File: src/rtl/vga_pkg.sv
// Shared VGA timing defaults, framebuffer geometry and RRRGGGBB colour expansion.
package vga_pkg;

    localparam int DEF_H_ACTIVE = 640;
    localparam int DEF_H_FP     = 16;
    localparam int DEF_H_SYNC   = 96;
    localparam int DEF_H_BP     = 48;
    localparam int DEF_V_ACTIVE = 480;
    localparam int DEF_V_FP     = 10;
    localparam int DEF_V_SYNC   = 2;
    localparam int DEF_V_BP     = 33;

    localparam int DEF_H_TOTAL = DEF_H_ACTIVE + DEF_H_FP + DEF_H_SYNC + DEF_H_BP;
    localparam int DEF_V_TOTAL = DEF_V_ACTIVE + DEF_V_FP + DEF_V_SYNC + DEF_V_BP;

    localparam int FB_WIDTH  = 320;
    localparam int FB_HEIGHT = 240;
    localparam int FB_X_W    = 9;
    localparam int FB_Y_W    = 8;
    localparam int FB_ADDR_W = FB_Y_W + FB_X_W;

    localparam int CNT_W   = 10;
    localparam int PIX_W   = 8;
    localparam int COLOR_W = 10;

    typedef struct packed {
        logic vis;
        logic hs_n;
        logic vs_n;
    } vga_ctl_t;

    localparam vga_ctl_t CTL_IDLE = '{vis: 1'b0, hs_n: 1'b1, vs_n: 1'b1};

    function automatic logic [COLOR_W-1:0] expand_r(input logic [PIX_W-1:0] c);
        return {c[7:5], c[7:5], c[7:5], c[7]};
    endfunction

    function automatic logic [COLOR_W-1:0] expand_g(input logic [PIX_W-1:0] c);
        return {c[4:2], c[4:2], c[4:2], c[4]};
    endfunction

    function automatic logic [COLOR_W-1:0] expand_b(input logic [PIX_W-1:0] c);
        return {5{c[1:0]}};
    endfunction

endpackage

File: src/rtl/vga_timing_gen.sv
// Horizontal/vertical pixel counters with sync and visible-area decode.
module vga_timing_gen
    import vga_pkg::*;
#(
    parameter int H_ACTIVE = DEF_H_ACTIVE,
    parameter int H_FP     = DEF_H_FP,
    parameter int H_SYNC   = DEF_H_SYNC,
    parameter int H_BP     = DEF_H_BP,
    parameter int V_ACTIVE = DEF_V_ACTIVE,
    parameter int V_FP     = DEF_V_FP,
    parameter int V_SYNC   = DEF_V_SYNC,
    parameter int V_BP     = DEF_V_BP
) (
    input  logic             clk,
    input  logic             rst,
    input  logic             pix_en,
    output logic [CNT_W-1:0] hcnt,
    output logic [CNT_W-1:0] vcnt,
    output vga_ctl_t         ctl
);

    localparam logic [CNT_W-1:0] H_ACT_C  = CNT_W'(H_ACTIVE);
    localparam logic [CNT_W-1:0] H_HS_BEG = CNT_W'(H_ACTIVE + H_FP);
    localparam logic [CNT_W-1:0] H_HS_END = CNT_W'(H_ACTIVE + H_FP + H_SYNC);
    localparam logic [CNT_W-1:0] H_LAST   = CNT_W'(H_ACTIVE + H_FP + H_SYNC + H_BP - 1);
    localparam logic [CNT_W-1:0] V_ACT_C  = CNT_W'(V_ACTIVE);
    localparam logic [CNT_W-1:0] V_VS_BEG = CNT_W'(V_ACTIVE + V_FP);
    localparam logic [CNT_W-1:0] V_VS_END = CNT_W'(V_ACTIVE + V_FP + V_SYNC);
    localparam logic [CNT_W-1:0] V_LAST   = CNT_W'(V_ACTIVE + V_FP + V_SYNC + V_BP - 1);

    logic [CNT_W-1:0] hcnt_q, hcnt_d;
    logic [CNT_W-1:0] vcnt_q, vcnt_d;

    // Next-count logic: vcnt steps only when hcnt wraps.
    always_comb begin
        hcnt_d = hcnt_q;
        vcnt_d = vcnt_q;
        if (pix_en) begin
            if (hcnt_q == H_LAST) begin
                hcnt_d = '0;
                if (vcnt_q == V_LAST) begin
                    vcnt_d = '0;
                end else begin
                    vcnt_d = vcnt_q + CNT_W'(1'b1);
                end
            end else begin
                hcnt_d = hcnt_q + CNT_W'(1'b1);
                vcnt_d = vcnt_q;
            end
        end else begin
            hcnt_d = hcnt_q;
            vcnt_d = vcnt_q;
        end
    end

    // Counter registers.
    always_ff @(posedge clk or posedge rst) begin
        if (rst) begin
            hcnt_q <= '0;
            vcnt_q <= '0;
        end else begin
            hcnt_q <= hcnt_d;
            vcnt_q <= vcnt_d;
        end
    end

    // Decode of the current counter state.
    always_comb begin
        ctl      = CTL_IDLE;
        ctl.vis  = (hcnt_q < H_ACT_C) && (vcnt_q < V_ACT_C);
        ctl.hs_n = !((hcnt_q >= H_HS_BEG) && (hcnt_q < H_HS_END));
        ctl.vs_n = !((vcnt_q >= V_VS_BEG) && (vcnt_q < V_VS_END));
    end

    assign hcnt = hcnt_q;
    assign vcnt = vcnt_q;

endmodule

File: src/rtl/vga_scanout_reader.sv
// Reads a 320x240 RRRGGGBB framebuffer with 2x2 doubling and drives a 640x480 VGA DAC.
module vga_scanout_reader
    import vga_pkg::*;
#(
    parameter int H_ACTIVE = DEF_H_ACTIVE,
    parameter int H_FP     = DEF_H_FP,
    parameter int H_SYNC   = DEF_H_SYNC,
    parameter int H_BP     = DEF_H_BP,
    parameter int V_ACTIVE = DEF_V_ACTIVE,
    parameter int V_FP     = DEF_V_FP,
    parameter int V_SYNC   = DEF_V_SYNC,
    parameter int V_BP     = DEF_V_BP
) (
    input  logic                 iCLK,
    input  logic                 iRST,
    input  logic [PIX_W-1:0]     iMemReadData,
    output logic [FB_ADDR_W-1:0] oMemAddress,
    output logic                 oMemRead,
    output logic [COLOR_W-1:0]   oVGA_R,
    output logic [COLOR_W-1:0]   oVGA_G,
    output logic [COLOR_W-1:0]   oVGA_B,
    output logic                 oVGA_HS,
    output logic                 oVGA_VS,
    output logic                 oVGA_BLANK,
    output logic                 oVGA_SYNC,
    output logic                 oVGA_CLK,
    output logic                 oFrameStart
);

    logic                 toggle_q, toggle_d;
    logic                 vga_clk_q, vga_clk_d;
    logic                 pix_en_s;
    logic [CNT_W-1:0]     hcnt_s, vcnt_s;
    vga_ctl_t             ctl_s;
    vga_ctl_t             ctl1_q, ctl1_d;
    logic                 mem_read_q, mem_read_d;
    logic [FB_ADDR_W-1:0] mem_addr_q, mem_addr_d;
    logic                 frame_start_q, frame_start_d;
    logic                 hs_q, hs_d, vs_q, vs_d, blank_q, blank_d;
    logic [COLOR_W-1:0]   r_q, r_d, g_q, g_d, b_q, b_d;

    assign pix_en_s = toggle_q;

    vga_timing_gen #(
        .H_ACTIVE (H_ACTIVE),
        .H_FP     (H_FP),
        .H_SYNC   (H_SYNC),
        .H_BP     (H_BP),
        .V_ACTIVE (V_ACTIVE),
        .V_FP     (V_FP),
        .V_SYNC   (V_SYNC),
        .V_BP     (V_BP)
    ) u_timing (
        .clk    (iCLK),
        .rst    (iRST),
        .pix_en (pix_en_s),
        .hcnt   (hcnt_s),
        .vcnt   (vcnt_s),
        .ctl    (ctl_s)
    );

    // Fetch on stage 1, colour capture on stage 2; memory data lands between the two ticks.
    always_comb begin
        toggle_d      = ~toggle_q;
        vga_clk_d     = toggle_q;
        mem_read_d    = 1'b0;
        mem_addr_d    = mem_addr_q;
        frame_start_d = 1'b0;
        ctl1_d        = ctl1_q;
        hs_d          = hs_q;
        vs_d          = vs_q;
        blank_d       = blank_q;
        r_d           = r_q;
        g_d           = g_q;
        b_d           = b_q;
        if (pix_en_s) begin
            mem_read_d    = ctl_s.vis;
            frame_start_d = (hcnt_s == '0) && (vcnt_s == '0);
            if (ctl_s.vis) begin
                mem_addr_d = {vcnt_s[FB_Y_W:1], hcnt_s[FB_X_W:1]};
            end else begin
                mem_addr_d = mem_addr_q;
            end
            ctl1_d  = ctl_s;
            hs_d    = ctl1_q.hs_n;
            vs_d    = ctl1_q.vs_n;
            blank_d = ctl1_q.vis;
            if (ctl1_q.vis) begin
                r_d = expand_r(iMemReadData);
                g_d = expand_g(iMemReadData);
                b_d = expand_b(iMemReadData);
            end else begin
                r_d = '0;
                g_d = '0;
                b_d = '0;
            end
        end else begin
            mem_read_d    = 1'b0;
            frame_start_d = 1'b0;
        end
    end

    // Pixel-clock divider, fetch strobe and output pipeline registers.
    always_ff @(posedge iCLK or posedge iRST) begin
        if (iRST) begin
            toggle_q      <= 1'b0;
            vga_clk_q     <= 1'b1;
            mem_read_q    <= 1'b0;
            mem_addr_q    <= '0;
            frame_start_q <= 1'b0;
            ctl1_q        <= CTL_IDLE;
            hs_q          <= 1'b1;
            vs_q          <= 1'b1;
            blank_q       <= 1'b0;
            r_q           <= '0;
            g_q           <= '0;
            b_q           <= '0;
        end else begin
            toggle_q      <= toggle_d;
            vga_clk_q     <= vga_clk_d;
            mem_read_q    <= mem_read_d;
            mem_addr_q    <= mem_addr_d;
            frame_start_q <= frame_start_d;
            ctl1_q        <= ctl1_d;
            hs_q          <= hs_d;
            vs_q          <= vs_d;
            blank_q       <= blank_d;
            r_q           <= r_d;
            g_q           <= g_d;
            b_q           <= b_d;
        end
    end

    assign oMemRead    = mem_read_q;
    assign oMemAddress = mem_addr_q;
    assign oFrameStart = frame_start_q;
    assign oVGA_CLK    = vga_clk_q;
    assign oVGA_HS     = hs_q;
    assign oVGA_VS     = vs_q;
    assign oVGA_BLANK  = blank_q;
    assign oVGA_R      = r_q;
    assign oVGA_G      = g_q;
    assign oVGA_B      = b_q;
    assign oVGA_SYNC   = 1'b0;

endmodule

File: config.mk
export PLATFORM = sky130hd
export DESIGN_NAME = vga_scanout_reader
export DESIGN_NICKNAME = d
export VERILOG_FILES = /design/src/rtl/vga_pkg.sv /design/src/rtl/vga_timing_gen.sv /design/src/rtl/vga_scanout_reader.sv
export SDC_FILE = /design/constraint.sdc
export NUM_CORES = 1
export LEC_CHECK = 0
export ABC_AREA = 1
export CELL_PAD_IN_SITES_DETAIL_PLACEMENT = 2
export CELL_PAD_IN_SITES_GLOBAL_PLACEMENT = 2
export CORE_AREA = 3 3 92 94
export CTS_CLUSTER_SIZE = 24
export DETAILED_ROUTE_END_ITERATION = 12
export DIE_AREA = 0 0 95 97
export DONT_BUFFER_PORTS = 1
export PLACE_DENSITY = 0.78
export REMOVE_ABC_BUFFERS = 1
export SYNTH_ARGS = -nofsm -noshare
export SYNTH_HDL_FRONTEND = slang
export SYNTH_HIERARCHICAL = 1
export SYNTH_SLANG_ARGS = --single-unit
File: constraint.sdc
create_clock -name iCLK -period 1.75 [get_ports iCLK]
set_clock_uncertainty 0.15 [all_clocks]
set_input_delay 0.175 -clock iCLK [delete_from_list [all_inputs] [get_ports iCLK]]
set_output_delay 0.175 -clock iCLK [all_outputs]
set_load 0.01 [all_outputs]
==> results of run 1 <==
[worst min-delay path, delay by kind of cell]
family	cells	cell delay, ns
buffers and inverters	3	0.90
[layout make-up]
| cell class | count | area (sq um) |
|---|---|---|
| sequential | 55 | 1390 |
| timing repair buffer | 33 | 274 |
| clock buffer | 6 | 72.6 |
| fill | 877 | 4650 |
| inverter | 27 | 104 |
| clock inverter | 2 | 37.5 |
| tap | 102 | 128 |
| multi-input combinational | 220 | 1080 |
[synth_stat cells (2+ instances only)]
library cell,number,area share (%)
ha_1,4,1.8
buf_6,2,0.82
nand3_1,18,3.3
nand2_1,113,15
buf_2,5,0.91
xor2_1,4,1.3
dfrtp_1,50,46
nand4_1,7,1.6
nor2_2,5,1.1
inv_2,2,0.27
nand4_2,2,0.91
nor2_1,30,4.1
inv_1,25,3.4
o21ai_1,7,1.3
nor3_1,3,0.55
buf_4,24,6.6
o21ai_0,11,2.0
a21oi_1,2,0.36
dfstp_2,5,4.8
[routing by layer]
metal | up-vias | share of wire, %
met5 | - | 0
met4 | 0 | 0.48
met3 | 2 | 4.1
met2 | 51 | 53
met1 | 1110 | 43
li1 | 1036 | -
[flip-flops by register name, summed over array words and instances, names as in the netlist]
register       count
ctl1_q             3
u_timing/hcnt     10
oMemAddress       17
pix_en_s           1
oVGA_BLANK         1
oFrameStart        1
u_timing/vcnt     10
oMemRead           1
oVGA_G             3
oVGA_HS            1
oVGA_VS            1
oVGA_CLK           1
oVGA_B             2
oVGA_R             3
[report_power, final]
part	leakage (uW)	internal (uW)	switching (uW)
Sequential	0.000692	1280	32.8
Clock	0.0000514	428	425
Combinational	0.000777	21.4	36.1
[repair_timing]
action | in CTS | in global routing
hold buffers | 9 | 0
pin swaps | 3 | 1
gates cloned | 1 | 0
setup buffers | 4 | 3
endpoints found under the hold margin | 58 | 0
gates resized for setup | 6 | 7
endpoints found under the setup margin | 22 | 30
[path summary, 6_finish.rpt]
path,slack (ns),to
worst max-delay path,0.1,oMemAddress[8]
max in group asynchronous,0.81,ctl1_q[1]
min in group iCLK,0.35,ctl1_q[1]
worst min register to register,0.35,ctl1_q[1]
worst max register to register,0.1,oMemAddress[8]
worst min-delay path,0.23,u_timing/vcnt[6]
[cells by family (layout without fill, tap and decap cells)]
kind of cell / Yosys count / after routing / share of synthesized area [%]
AND/OR/NAND/NOR: 184 / 185 / 28.8
buffers and inverters: 59 / 68 / 12.1
flip-flops: 55 / 55 / 50.4
AO/OA/AOI/OAI: 25 / 25 / 5.06
XOR/XNOR: 5 / 5 / 1.60
adder cells (fa/ha/maj): 4 / 4 / 1.82
other: 1 / 1 / 0.137
[through the flow]
step	hold WS (ns)	total power (uW)	util, %	cells
after CTS	0.230	2250	39.2	442
after detailed placement	-0.0169	1380	35.8	420
after floorplan	-0.0112	1360	-	301
after global routing	0.254	2320	39.8	445
after global placement	-0.0212	1380	35.8	420
final	0.227	2220	39.8	445
==> run summary, run 1 <==
Row Count -> 32
CP max-delay cell -> dfrtp_1
DR WL/cell -> 17.3 um
critical-path cell list -> buf_4 > nand2_1 > inv_2 > nor4_4 > nand2_2 > buf_6 > nand2_1 > nand2_1
async set-reset flop share out of synthesis -> 100%
gp weighted congestion -> 0.761
worst r2r src -> u_timing/hcnt[8]
Top FF cell, synth -> dfrtp_1
vias in the first global route -> 2373
vias per cell -> 4.94
initial drt markers -> 40
overall global routing resource usage -> 17.2%
Total Routed Length -> 7680 um
fin area -> 3080 sq um
leakage -> 0.00152 uW
Crit path depth -> 8
Crit Path Class -> reg2reg
worst-path fanout max -> 14
status -> finished, final reports clean
f_max -> 604 MHz
reg2reg path depth -> 8
CTS tree -> done
Hold Crit Class -> in2async
CP startpoint kind -> register
critical path arrival -> 1.71 ns
largest net degree at the start of global routing -> 36
most frequent cells in the layout -> 112 x nand2_1, 48 x dfrtp_1, 30 x nor2_1
Placed Area -> 2770 sq um
pre-CTS WS -> -0.0389 ns
cell repeated most along the worst path -> nand2_1
most common cell after layout, fill and taps aside -> nand2_1
Post-Syn Area -> 2740 sq um
core footprint -> 7730 sq um
port bufs -> 0
share of cells above drive strength 1 -> 16.9%
Max VDD drop -> 0.000302 V
Max Cap Violations -> 0
Layout area overhead -> 12.2%
Clk Latency, worst-skew pair -> 0.30 ns
DR vias -> 2199
Final setup viols -> 0
drt first pass iters -> 4
cts bufs inserted -> 5
met3 global-route usage -> 3.73%
kind of cell adding the most delay to the critical path -> simple AND/OR/NAND/NOR gates
Tmin final -> 1.65 ns
Setup crit end kind -> register
Fin Setup TNS -> 0 ns
Root Driver -> clkbuf_8
clk slew on worst S/H paths -> 0.10 ns
worst slew pin tran -> 0.505 ns
register area share after synthesis -> 50.4%
CTS Buffer Depth -> 2
Worst Path Required -> 1.80 ns
DP Wirelength -> 5270 um
Pins Over Slew Limit -> 0
Yosys cell types -> 33
post-synthesis cell count -> 333
Post-route DRC -> 0
n_diodes -> 0
#FFs+latches synth -> 55
Die Wd -> 95 um
met2 usage -> 30.3%
grt total ovfl -> 0
Final Worst Setup Slack -> 0.0955 ns
Final Hold Vio Count -> 0
Bufs and invs on worst path -> 3
IO Count -> 64
met1 Usage GRT -> 21.2%
max incr delay on CP -> 0.41 ns
Final ANT Viol Nets -> 0
Die Height -> 97 um
GRT busiest layer -> met2
crit path from -> u_timing/hcnt[8]
nets@finish -> 356
Initial Utilization -> 35.5%
die area -> 9220 sq um
Sink Count -> 55
global-route wire length before repair -> 12400 um
Slew headroom -> 66.3%
Ys Warns -> 6
Post-synth EDFFs -> 0
Syn Area/Cell -> 8.24 sq um
power density cells -> 722 nW/um^2
Tcrit/Tclk final -> 94.5%
initial antenna violation count -> 0
Max H-tree Level -> 2
(Power assumes the default switching activity.)
==> run 2, diff against run 1 <==
--- a/config.mk
+++ b/config.mk
@@ -13,6 +13,7 @@
 export DETAILED_ROUTE_END_ITERATION = 12
 export DIE_AREA = 0 0 95 97
 export DONT_BUFFER_PORTS = 1
+export GPL_ROUTABILITY_DRIVEN = 0
 export PLACE_DENSITY = 0.78
 export REMOVE_ABC_BUFFERS = 1
 export SYNTH_ARGS = -nofsm -noshare
==> constraint.sdc (replaced) <==
create_clock -name iCLK -period 1.6 [get_ports iCLK]
set_clock_uncertainty 0.15 [all_clocks]
set_input_delay 0.16 -clock iCLK [delete_from_list [all_inputs] [get_ports iCLK]]
set_output_delay 0.16 -clock iCLK [all_outputs]
set_load 0.01 [all_outputs]
==> run 2 against run 1 <==
The flow now finishes with violations (negative setup slack). Critical path depth unchanged. Sequential share of layout area down 6.8 points. Clock-buffer cell count down 1. Utilization up 7.1 points. Flip-flop and latch count unchanged. Design area up 18%. Non-clock buffer count up 29. Critical path type unchanged. Largest cell class unchanged.
==> run summary, run 2 (same netlist as run 1, synthesis figures left out) <==
vias per cell -> 5.43
Final Worst Setup Slack -> -0.339 ns
Root Driver -> clkbuf_8
failing checks -> negative setup slack
Crit Path Class -> reg2reg
DR WL/cell -> 26.1 um
total power -> 2510 uW
most frequent cells in the layout -> 79 x nand2_1, 48 x dfrtp_1, 45 x buf_4
Die Wd -> 95 um
core footprint -> 7730 sq um
die area -> 9220 sq um
CTS Buffer Depth -> 2
Fin Setup TNS -> -5.25 ns
GRT busiest layer -> met2
Worst Path Required -> 1.63 ns
reg2reg path depth -> 8
RSZ-0062 raised after global routing -> true
worst-path fanout max -> 8
f_max -> 516 MHz
Tcrit/Tclk final -> 121%
clk slew on worst S/H paths -> 0.11 ns
Tmin final -> 1.94 ns
Hold Crit Class -> in2async
hold slack -> 0.250 ns
met3 global-route usage -> 3.81%
initial antenna violation count -> 0
initial drt markers -> 128
Die Height -> 97 um
n_diodes -> 0
grt total ovfl -> 0
Final Hold Vio Count -> 0
number of flip-flops under the largest register name -> 17
Initial Utilization -> 35.5%
reg2reg end -> u_timing/vcnt[9]
Finished Core Util -> 46.9%
Final setup viols -> 37
Final ANT Viol Nets -> 0
overall global routing resource usage -> 19.8%
drt first pass iters -> 4
CP startpoint kind -> register
most common cell after layout, fill and taps aside -> nand2_1
power density cells -> 691 nW/um^2
port bufs -> 0
global-route wire length before repair -> 14100 um
largest net degree at the start of global routing -> 36
share of cells above drive strength 1 -> 36.1%
Sink Count -> 55
vias in the first global route -> 2634
nets@finish -> 384
Max Cap Violations -> 0
leakage -> 0.00187 uW
status -> complete, but fails checks
DR vias -> 2569
Row Count -> 32
Clk Latency, worst-skew pair -> 0.32 ns
Layout area overhead -> 32.3%
Max VDD drop -> 0.000333 V
met2 usage -> 35.7%
Total Routed Length -> 12300 um
met1 Usage GRT -> 23.9%
DP Wirelength -> 5650 um
cts bufs inserted -> 5
Post-route DRC -> 0
critical path arrival -> 1.97 ns
CTS tree -> done
Setup crit end kind -> register
IO Count -> 64
flop2flop setup slack -> -0.34 ns
Max H-tree Level -> 2
Pins Over Slew Limit -> 0
worst r2r src -> u_timing/hcnt[8]
==> run 2: repair_timing <==
item | CTS | global route
buffers inserted | 6 | 11
hold buffers | 9 | 0
pin swaps | 4 | 24
endpoints found under the hold margin | 58 | 0
setup endpoints to repair | 30 | 33
gates resized for setup | 7 | 87
cloned | 0 | 3
==> run 2: how the worst max path moves through the flow <==
| stage | slack (ns) | cells past startpoint | endpoint | start |
|---|---|---|---|---|
| after floorplan | -0.17 | 7 | oMemAddress[0] | u_timing/hcnt[9] |
| after global placement | 0.01 | 7 | u_timing/vcnt[3] | u_timing/vcnt[0] |
| after detailed placement | -0.04 | 7 | u_timing/vcnt[1] | u_timing/vcnt[0] |
| after CTS | -0.02 | 8 | oMemAddress[6] | u_timing/hcnt[8] |
| after global routing | -0.34 | 8 | u_timing/vcnt[9] | u_timing/hcnt[8] |
| final | -0.34 | 8 | u_timing/vcnt[9] | u_timing/hcnt[8] |
==> run 2: area by class of cell <==
type	count	area, sq um
tap	102	128
timing repair buffer	62	594
fill	831	4100
clock buffer	5	68.8
sequential	55	1390
multi-input combinational	219	1290
inverter	27	116
clock inverter	3	47.5
==> run 2: power by group <==
group	total [uW]	leakage [uW]	internal, uW	switching [uW]
registers	1430	0.000693	1400	31.1
logic	75.7	0.00112	25.2	50.5
clock network	999	0.0000587	476	523
total	2510	0.00187	1900	604
==> run 2: layer usage <==
| layer | part of all wire, % | up-vias |
|---|---|---|
| met5 | 0 | - |
| met1 | 38 | 1318 |
| met4 | 2.8 | 0 |
| met3 | 6.0 | 35 |
| li1 | - | 1093 |
| met2 | 54 | 123 |
==> run 2: through the flow <==
| step | cell area, sq um | setup slack (ns) | cells |
|---|---|---|---|
| 6_report | 3630 | -0.339 | 473 |
| 2_1_floorplan | 2510 | -0.169 | 301 |
| 3_3_place_gp | 2890 | 0.0134 | 437 |
| 5_1_grt | 3630 | -0.343 | 473 |
| 3_5_place_dp | 2890 | -0.0422 | 437 |
| 4_1_cts | 3190 | -0.0196 | 460 |
==> run 2: critical path: stages, from the launching register on <==
cell,delay (ns)
dfrtp_1,0.40
buf_6,0.13
nand2_4,0.05
buf_4,0.16
nor3_4,0.27
nand4_4,0.19
buf_12,0.20
nand2_1,0.10
nand2_1,0.13
